==> src/rtl/code_loader_pkg.sv <==
// code_loader_pkg
//   Shared constants and types for the byte-stream program loader.
//   LDR_SYNC       : frame start byte
//   LDR_MAX_WORDS  : largest word count a frame may carry
//   ldr_state_e    : 3-bit loader FSM state encoding (LDR_S_*)
//   count_legal()  : decides whether a received word-count field is acceptable
package code_loader_pkg;

  localparam logic [7:0] LDR_SYNC      = 8'hA5;
  localparam logic [9:0] LDR_MAX_WORDS = 10'd512;

  typedef enum logic [2:0] {
    LDR_S_IDLE    = 3'd0,
    LDR_S_CNT_HI  = 3'd1,
    LDR_S_CNT_LO  = 3'd2,
    LDR_S_DATA_HI = 3'd3,
    LDR_S_DATA_LO = 3'd4,
    LDR_S_CHK     = 3'd5,
    LDR_S_DONE    = 3'd6,
    LDR_S_ERR     = 3'd7
  } ldr_state_e;

  // The count is 10 bits wide so that 512 (8'h02, 8'h00) is expressible;
  // the two low bits of the high byte extend the low byte and everything
  // above them must be zero.
  function automatic logic count_legal(input logic [7:0] hi, input logic [7:0] lo);
    logic [9:0] n;
    n = {hi[1:0], lo};
    return (hi[7:2] == 6'd0) && (n != 10'd0) && (n <= LDR_MAX_WORDS);
  endfunction

endpackage

==> src/rtl/ldr_timer.sv <==
// ldr_timer
//   Inter-byte watchdog for the program loader. Counts clock cycles while
//   enabled and flags when TIMEOUT cycles have gone by without a clear.
//   clk   : system clock
//   rst   : asynchronous active-high reset
//   clr_i : restart the count (a byte arrived)
//   en_i  : count while high; the count is held at zero while low
//   tc_o  : terminal count, high in the TIMEOUT-th idle cycle
module ldr_timer #(
  parameter int TIMEOUT = 50000,
  parameter int TW      = 16
) (
  input  logic clk,
  input  logic rst,
  input  logic clr_i,
  input  logic en_i,
  output logic tc_o
);

  localparam logic [TW-1:0] LAST = TW'(TIMEOUT - 1);

  logic [TW-1:0] count_q;
  logic [TW-1:0] count_d;

  // The count saturates at LAST so a stalled enable cannot wrap it back
  // to a harmless value.
  always_comb begin
    count_d = count_q;
    if (clr_i || !en_i) begin
      count_d = '0;
    end else if (count_q != LAST) begin
      count_d = count_q + 1'b1;
    end
  end

  always_ff @(posedge clk or posedge rst) begin
    if (rst) begin
      count_q <= '0;
    end else begin
      count_q <= count_d;
    end
  end

  // Deliberately independent of clr_i: a byte landing in the expiring
  // cycle must not rescue the frame.
  assign tc_o = en_i && (count_q == LAST);

endmodule

==> src/rtl/code_loader.sv <==
// code_loader
//   Receives framed bytes from a UART and writes 16-bit instruction words
//   into code memory, holding the processor in reset until a frame with a
//   valid checksum has been loaded.
//   Frame: A5, CNT_HI, CNT_LO, {W_HI, W_LO} x N, CHK (XOR of bytes between
//   SYNC and CHK).
//   clk       : system clock
//   rst       : asynchronous active-high reset
//   rx_data   : received byte, valid with rx_valid
//   rx_valid  : one-cycle strobe per byte
//   code_w_en : code-memory write strobe, one cycle per word
//   code_addr : code-memory word address
//   code_data : code-memory write data {hi, lo}
//   run       : processor run enable
//   cpu_rst   : processor reset, high while loading
//   busy      : frame in progress
//   err       : sticky frame error
module code_loader
  import code_loader_pkg::*;
#(
  parameter int TIMEOUT = 50000,
  parameter int TW      = 16
) (
  input  logic        clk,
  input  logic        rst,
  input  logic [7:0]  rx_data,
  input  logic        rx_valid,
  output logic        code_w_en,
  output logic [8:0]  code_addr,
  output logic [15:0] code_data,
  output logic        run,
  output logic        cpu_rst,
  output logic        busy,
  output logic        err
);

  ldr_state_e  state_q;
  logic [7:0]  chk_q;
  logic [7:0]  cnt_hi_q;
  logic [7:0]  hi_q;
  logic [9:0]  n_q;
  logic [8:0]  idx_q;
  logic        code_w_en_q;
  logic [8:0]  code_addr_q;
  logic [15:0] code_data_q;
  logic        run_q;
  logic        cpu_rst_q;
  logic        busy_q;
  logic        err_q;
  logic        timeout;

  ldr_timer #(
    .TIMEOUT (TIMEOUT),
    .TW      (TW)
  ) u_timer (
    .clk   (clk),
    .rst   (rst),
    .clr_i (rx_valid),
    .en_i  (busy_q),
    .tc_o  (timeout)
  );

  // Single FSM block; every output is a register updated alongside the
  // state so the processor-facing controls never glitch.
  always_ff @(posedge clk or posedge rst) begin
    if (rst) begin
      state_q     <= LDR_S_IDLE;
      chk_q       <= 8'h00;
      cnt_hi_q    <= 8'h00;
      hi_q        <= 8'h00;
      n_q         <= 10'd0;
      idx_q       <= 9'd0;
      code_w_en_q <= 1'b0;
      code_addr_q <= 9'd0;
      code_data_q <= 16'h0000;
      run_q       <= 1'b0;
      cpu_rst_q   <= 1'b1;
      busy_q      <= 1'b0;
      err_q       <= 1'b0;
    end else begin
      code_w_en_q <= 1'b0;
      if (timeout) begin
        state_q   <= LDR_S_ERR;
        err_q     <= 1'b1;
        run_q     <= 1'b0;
        cpu_rst_q <= 1'b1;
        busy_q    <= 1'b0;
      end else if (rx_valid) begin
        case (state_q)
          // SYNC is only recognised outside a frame; inside a frame A5 is data.
          LDR_S_IDLE, LDR_S_DONE, LDR_S_ERR: begin
            if (rx_data == LDR_SYNC) begin
              state_q   <= LDR_S_CNT_HI;
              cpu_rst_q <= 1'b1;
              run_q     <= 1'b0;
              err_q     <= 1'b0;
              chk_q     <= 8'h00;
              busy_q    <= 1'b1;
            end
          end
          LDR_S_CNT_HI: begin
            cnt_hi_q <= rx_data;
            chk_q    <= chk_q ^ rx_data;
            state_q  <= LDR_S_CNT_LO;
          end
          LDR_S_CNT_LO: begin
            chk_q <= chk_q ^ rx_data;
            if (count_legal(cnt_hi_q, rx_data)) begin
              n_q     <= {cnt_hi_q[1:0], rx_data};
              idx_q   <= 9'd0;
              state_q <= LDR_S_DATA_HI;
            end else begin
              state_q   <= LDR_S_ERR;
              err_q     <= 1'b1;
              run_q     <= 1'b0;
              cpu_rst_q <= 1'b1;
              busy_q    <= 1'b0;
            end
          end
          LDR_S_DATA_HI: begin
            hi_q    <= rx_data;
            chk_q   <= chk_q ^ rx_data;
            state_q <= LDR_S_DATA_LO;
          end
          // idx stops at N-1 so a 512-word frame never wraps back to 0.
          LDR_S_DATA_LO: begin
            code_w_en_q <= 1'b1;
            code_addr_q <= idx_q;
            code_data_q <= {hi_q, rx_data};
            chk_q       <= chk_q ^ rx_data;
            if ({1'b0, idx_q} == n_q - 10'd1) begin
              state_q <= LDR_S_CHK;
            end else begin
              idx_q   <= idx_q + 9'd1;
              state_q <= LDR_S_DATA_HI;
            end
          end
          LDR_S_CHK: begin
            busy_q <= 1'b0;
            if (rx_data == chk_q) begin
              state_q   <= LDR_S_DONE;
              run_q     <= 1'b1;
              cpu_rst_q <= 1'b0;
            end else begin
              state_q   <= LDR_S_ERR;
              err_q     <= 1'b1;
              run_q     <= 1'b0;
              cpu_rst_q <= 1'b1;
            end
          end
          default: begin
            state_q <= LDR_S_IDLE;
          end
        endcase
      end
    end
  end

  assign code_w_en = code_w_en_q;
  assign code_addr = code_addr_q;
  assign code_data = code_data_q;
  assign run       = run_q;
  assign cpu_rst   = cpu_rst_q;
  assign busy      = busy_q;
  assign err       = err_q;

endmodule

==> config.mk <==
export PLATFORM = sky130hd
export DESIGN_NAME = code_loader
export DESIGN_NICKNAME = d
export VERILOG_FILES = /design/src/rtl/code_loader_pkg.sv /design/src/rtl/ldr_timer.sv /design/src/rtl/code_loader.sv
export SDC_FILE = /design/constraint.sdc
export NUM_CORES = 1
export LEC_CHECK = 0
export BUFFER_PORTS_ARGS = -buffer_cell sky130_fd_sc_hd__buf_4
export CAP_MARGIN = 20
export CORE_MARGIN = 2
export CORE_UTILIZATION = 50
export CTS_CLUSTER_DIAMETER = 50
export DETAILED_ROUTE_END_ITERATION = 10
export GPL_ROUTABILITY_DRIVEN = 0
export GPL_TIMING_DRIVEN = 0
export MAX_ROUTING_LAYER = met4
export PLACE_DENSITY = 0.68
export SLEW_MARGIN = 30
export SYNTH_ARGS = -nofsm -noshare
export SYNTH_HDL_FRONTEND = slang
export SYNTH_SLANG_ARGS = --single-unit
==> constraint.sdc <==
create_clock -name clk -period 9.3 [get_ports clk]
set_input_delay 1.86 -clock clk [delete_from_list [all_inputs] [get_ports clk]]
set_output_delay 1.86 -clock clk [all_outputs]
set_load 0.05 [all_outputs]
# ---- Word level (Yosys, flattened, before mapping)
# Index checks and enable logic that the tools add are counted.
dict set report op_classes {
  magnitude_cmp 1
  addsub 3
  n_eq_ne 18
  bitwise 2
  reduce_logical 24
  muxes 36
}
# op count
set op_table {}
lappend op_table {{$mux 16} 2}
lappend op_table {{$mux 1} 19}
lappend op_table {{$mux 9} 2}
lappend op_table {{$pmux 3 s6} 1}
lappend op_table {{$pmux 9 s2} 1}
lappend op_table {{$add 16x1->16 const B} 1}
lappend op_table {{$eq 16x16->1 const B} 1}
lappend op_table {{$ne 16x16->1 const B} 1}
lappend op_table {{$pmux 8 s2} 1}
lappend op_table {{$mux 3} 5}
lappend op_table {{$eq 3x3->1 const B} 4}
lappend op_table {{$pmux 1 s3} 4}
lappend op_table {{$reduce_and 4->1} 3}
lappend op_table {{$eq 9x10->1} 1}
lappend op_table {{$le 10x10->1 const B} 1}
lappend op_table {{$reduce_and 5->1} 2}
lappend op_table {{$reduce_bool 10->1} 1}
lappend op_table {{$sub 10x1->10 const B} 1}
lappend op_table {{$add 9x1->9 const B} 1}
lappend op_table {{$ne 3x3->1 const B} 3}
lappend op_table {{$reduce_and 3->1} 3}
lappend op_table {{$eq 8x8->1} 1}
lappend op_table {{$eq 8x8->1 const B} 1}
lappend op_table {{$mux 8} 1}
lappend op_table {{15 further kinds} 23}
dict set report word_totals {
  register_bits 92
  input_bits 11
  out_inout_bits 30
}

# ---- Longest topological paths before layout
dict set report depth {
  word_depth 7
  ltp_mapped 10
}

# ---- Modules after synthesis
# From an unflattened synthesis, not the netlist that was laid out.
dict set report hier_totals {
  hier_cells 476
  area_unflattened_um2 4644.5
}
# module cells_each area_per_inst_um2 n_inst
set by_module_without_submodules {}
lappend by_module_without_submodules {code_loader 386 3771.1 1}
lappend by_module_without_submodules {ldr_timer 90 873.3 1}

# ---- Worst setup path before layout
# OpenSTA, ideal clock, no wires.
dict set report synth_path {
  kind {input to register}
  start {input port rx_data[4]}
  end {register err_q, in the netlist err}
  arrival_time_ns 3.967
  setup_slack_ns 5.208
  path_stages 8
  required_time_ns 9.175
  setup_time_ns 0.125
  n_path_buf 1
  cell_sequence {buf_2 or4_4 or4_4 nand4_2 nor2_1 a211o_1 o21a_1 mux2_4}
}
dict set report synth_between {
  elab_chain_len 5
  elab_cells_between_ends 10
  classes_between {order compare: 1; eq/ne: 5; reduce/logical: 4}
}
# item line_no
set synth_lines {}
lappend synth_lines {{start: declaration} code_loader.sv:26} ;# input logic [7:0] rx_data,
lappend synth_lines {{parallel branches: the longest is 4 deep, another holds $le 10x10->1} -}
lappend synth_lines {{$reduce_and 5->1 (no line) *} -}
lappend synth_lines {{end signal: assignment} code_loader.sv:79} ;# err_q <= 1'b0;
lappend synth_lines {{end signal: assignment} code_loader.sv:84} ;# err_q <= 1'b1;
lappend synth_lines {{end signal: assignment} code_loader.sv:96} ;# err_q <= 1'b0;
lappend synth_lines {{end: declaration} code_loader.sv:49} ;# logic err_q;
# Every way passes the cells marked *.
# A chain may end at the register's enable or synchronous reset.

# ---- Worst setup path in the final report
dict set report layout_path {
  start {input port rx_data[5]}
  end {register err_q, in the netlist err}
}
# The elaborated chain is that of the path after synthesis.

==> results.json <==
{
  "status": "finished, final reports clean",
  "grt_pass1_vias": 3257,
  "hold_buffers": 0,
  "synth_warnings": 0,
  "hold_slack_ns": 0.500,
  "max_stage_delay_ns": 0.62,
  "syn_area_mm2": 0.00461,
  "power.total_w": 0.00156,
  "die_y_um": 100,
  "hold_class": "reg2reg",
  "floorplan.initialDensity_pct": 50.6,
  "synth_edf_count": 0,
  "vias": 3376,
  "leakage_nw": 2.29,
  "cts.sinks": 92,
  "rows": 35,
  "n_fill_cell": 813,
  "end_kind": "flop",
  "final_hold_viol_count": 0,
  "worstPathCellList": "clkbuf_1 -> or4_1 -> or4_4 -> nand4_2 -> nor2_1 -> a211o_1 -> o21a_1 -> mux2_4",
  "ios": 41,
  "dieArea_mm2": 0.0100,
  "insertion_delay_ns": 0.36,
  "grt_pass1_wl_um": 15900,
  "period_share_pct": 42.5,
  "drive_above_1_share_pct": 24.7,
  "crit_family": "simple AND/OR/NAND/NOR gates",
  "dp_hpwl_um": 6560,
  "port_buffers": 32,
  "worst-path-buf-inv": 1,
  "antenna_left": 0,
  "switching_power_w": 0.000664,
  "critPathKind": "in2reg",
  "synth_flop_cell": "dfrtp_1",
  "yosysSeqAreaShare_pct": 49.9,
  "numCtsBuffers": 9,
  "synth.distinct_cells": 55,
  "clk_path_buf_depth": 2,
  "power_frac_seq_pct": 39.5,
  "cp.arrival_ns": 4.21,
  "final_max_slew_viol_count": 0,
  "p_sw_share_pct": 42.6,
  "antenna_found_initial": 0,
  "finalSetupTns_ns": 0,
  "p_comb_share_pct": 43.7,
  "cp_slowest_cell": "or4_1",
  "die_w_um": 100,
  "cts_setup_buffers": 0,
  "cts_tree": "yes",
  "cp.required_ns": 9.56,
  "maxCapViolations": 0,
  "tightest_slew_ns": 0.740,
  "async_reset_ff_share_pct": 100,
  "p_per_area_mw_per_mm2": 299,
  "overflow": 0,
  "period_minus_slack_ns": 3.95,
  "grt_use_total_pct": 20.5,
  "syn_nets": 447,
  "finClkSkew_ns": 0.0132,
  "via_per_inst": 5.69,
  "nets": 491,
  "postSynthCellCount": 433,
  "relSlewSlack_pct": 50.3,
  "finalSetupViolCount": 0,
  "root_buffer": "clkbuf_8",
  "crit_fanout": 9,
  "max_freq_mhz": 253,
  "start_kind": "primary input",
  "design_area_mm2": 0.00521,
  "utilization_pct": 57.2,
  "drt_iter0_markers": 151,
  "post_cts_resized": 0,
  "first_pass_iters": 4,
  "drt-wirelength-per-cell_um": 15.6,
  "grt_max_degree": 49,
  "clk_pin_slew_ns": 0.11,
  "totalWireLength_um": 9260,
  "place_area_mm2": 0.00502,
  "drc": 0,
  "ys_seq_elements": 92,
  "coreArea_mm2": 0.00911,
  "syn_area_per_cell_um2": 10.7,
  "clock_power_share_pct": 16.8,
  "antennaDiodeCount": 0,
  "htree_levels": 3,
  "max-vdd-ir-drop_mv": 0.247,
  "rsz0062_at_grt": "no",
  "syn_to_final_growth_pct": 13.0,
  "internal_power_w": 0.000894
}
## worst paths after layout
| check | cells past startpoint | startpoint | slack [ns] | to |
|---|---|---|---|---|
| hold / removal | 1 | hi_q[7] | 0.50 | code_data[15] |
| setup / recovery | 8 | rx_data[5] | 5.35 | err |
| setup reg to reg | 8 | u_timer.count_q[5] | 6.26 | code_data[10] |
| min in group asynchronous | 2 | rst | 1.52 | code_data[13] |
| hold reg to reg | 1 | hi_q[7] | 0.50 | code_data[15] |
| max in group asynchronous | 3 | rst | 7.22 | cnt_hi_q[2] |
## synth_stat cells, drive strengths merged (4+ instances only)
cell / number / area (um2)
a21oi: 10 / 50.1
and3: 6 / 37.5
buf: 7 / 47.5
clkbuf: 15 / 56.3
dfrtp: 91 / 2280
inv: 7 / 26.3
mux2: 52 / 589
mux2i: 7 / 70.1
nand2: 35 / 136
nand2b: 9 / 56.3
nand3: 15 / 75.1
nand4: 15 / 100
nor2: 37 / 139
nor2b: 4 / 25.0
nor3: 11 / 55.1
nor4: 5 / 52.6
o21ai: 32 / 160
o31ai: 4 / 30.0
or4: 5 / 45.0
xnor2: 13 / 114
xor2: 16 / 140
## worst register-to-register path, stage by stage, from the launching register on
cell      delay [ns]
dfrtp_1         0.45
or3b_2          0.52
nor4_4          0.47
nand2_2         0.23
and3b_1         0.22
clkbuf_1        0.17
nand2_2         0.22
buf_4           0.26
mux2_2          0.37
## metal layers
metal	routed length [um]	up-vias	GRT usage [%]
met5	0	-	-
met1	4660	1682	29.7
met4	119	0	5.80
met2	4210	50	29.9
met3	266	12	3.83
li1	-	1632	-
## per-stage QoR
| stage | setup WS [ns] | instances |
|---|---|---|
| after floorplan | 5.05 | 433 |
| after global placement | 4.01 | 576 |
| after detailed placement | 4.96 | 577 |
| after CTS | 5.36 | 593 |
| after global routing | 5.18 | 593 |
| final | 5.35 | 593 |
## cell families after synthesis
family,Yosys count,share of synthesized area (%)
AOI/OAI and AO/OA,63,8.11
and+or+nand+nor,158,18.5
buffers and inverters,29,2.82
muxes,59,14.3
DFF,92,49.9
xor gates and xnor gates,29,5.51
adders and majority gates,3,0.814
## power groups by stage
stage / Sequential, W / Clock [W] / Combinational [W]
5_1_grt: 0.000632 / 0.000289 / 0.000740
3_3_place_gp: 0.000615 / 0 / 0.000665
3_5_place_dp: 0.000621 / 0 / 0.000685
6_report: 0.000615 / 0.000263 / 0.000681
4_1_cts: 0.000615 / 0.000270 / 0.000686
2_1_floorplan: 0.000771 / 0 / 0.000355
## flip-flops by register name, summed over array words and instances (netlist names)
name,flops
code_data,16
u_timer.count_q,16
n_q,10
code_addr,9
idx_q,9
chk_q,8
cnt_hi_q,8
hi_q,8
state_q,3
busy,1
code_w_en,1
cpu_rst,1
err,1
run,1
## area by class of cell
cell class / instances / area, um2 / area share, %
flip-flops and latches: 92 / 2300 / 44.2
multi-input cells: 312 / 2180 / 41.8
repair buffers: 33 / 268 / 5.14
well taps: 111 / 139 / 2.66
clock buffers: 9 / 124 / 2.38
plain buffers: 22 / 104 / 1.99
clock inverters: 7 / 63.8 / 1.22
inverters: 7 / 31.3 / 0.600
## cells in the final DEF, fill, tap and decap left out, drive strengths merged, types with 5 or more instances in the layout
| cell type | synthesis | routed |
|---|---|---|
| a21oi | 10 | 10 |
| and3 | 6 | 6 |
| buf | 7 | 40 |
| clkbuf | 15 | 24 |
| dfrtp | 91 | 91 |
| inv | 7 | 13 |
| mux2 | 52 | 52 |
| mux2i | 7 | 7 |
| nand2 | 35 | 35 |
| nand2b | 9 | 9 |
| nand3 | 15 | 15 |
| nand4 | 15 | 15 |
| nor2 | 37 | 37 |
| nor3 | 11 | 11 |
| nor4 | 5 | 5 |
| o21ai | 32 | 32 |
| or4 | 5 | 5 |
| xnor2 | 13 | 13 |
| xor2 | 16 | 16 |
No activity file was read; power rests on OpenSTA's default activity.
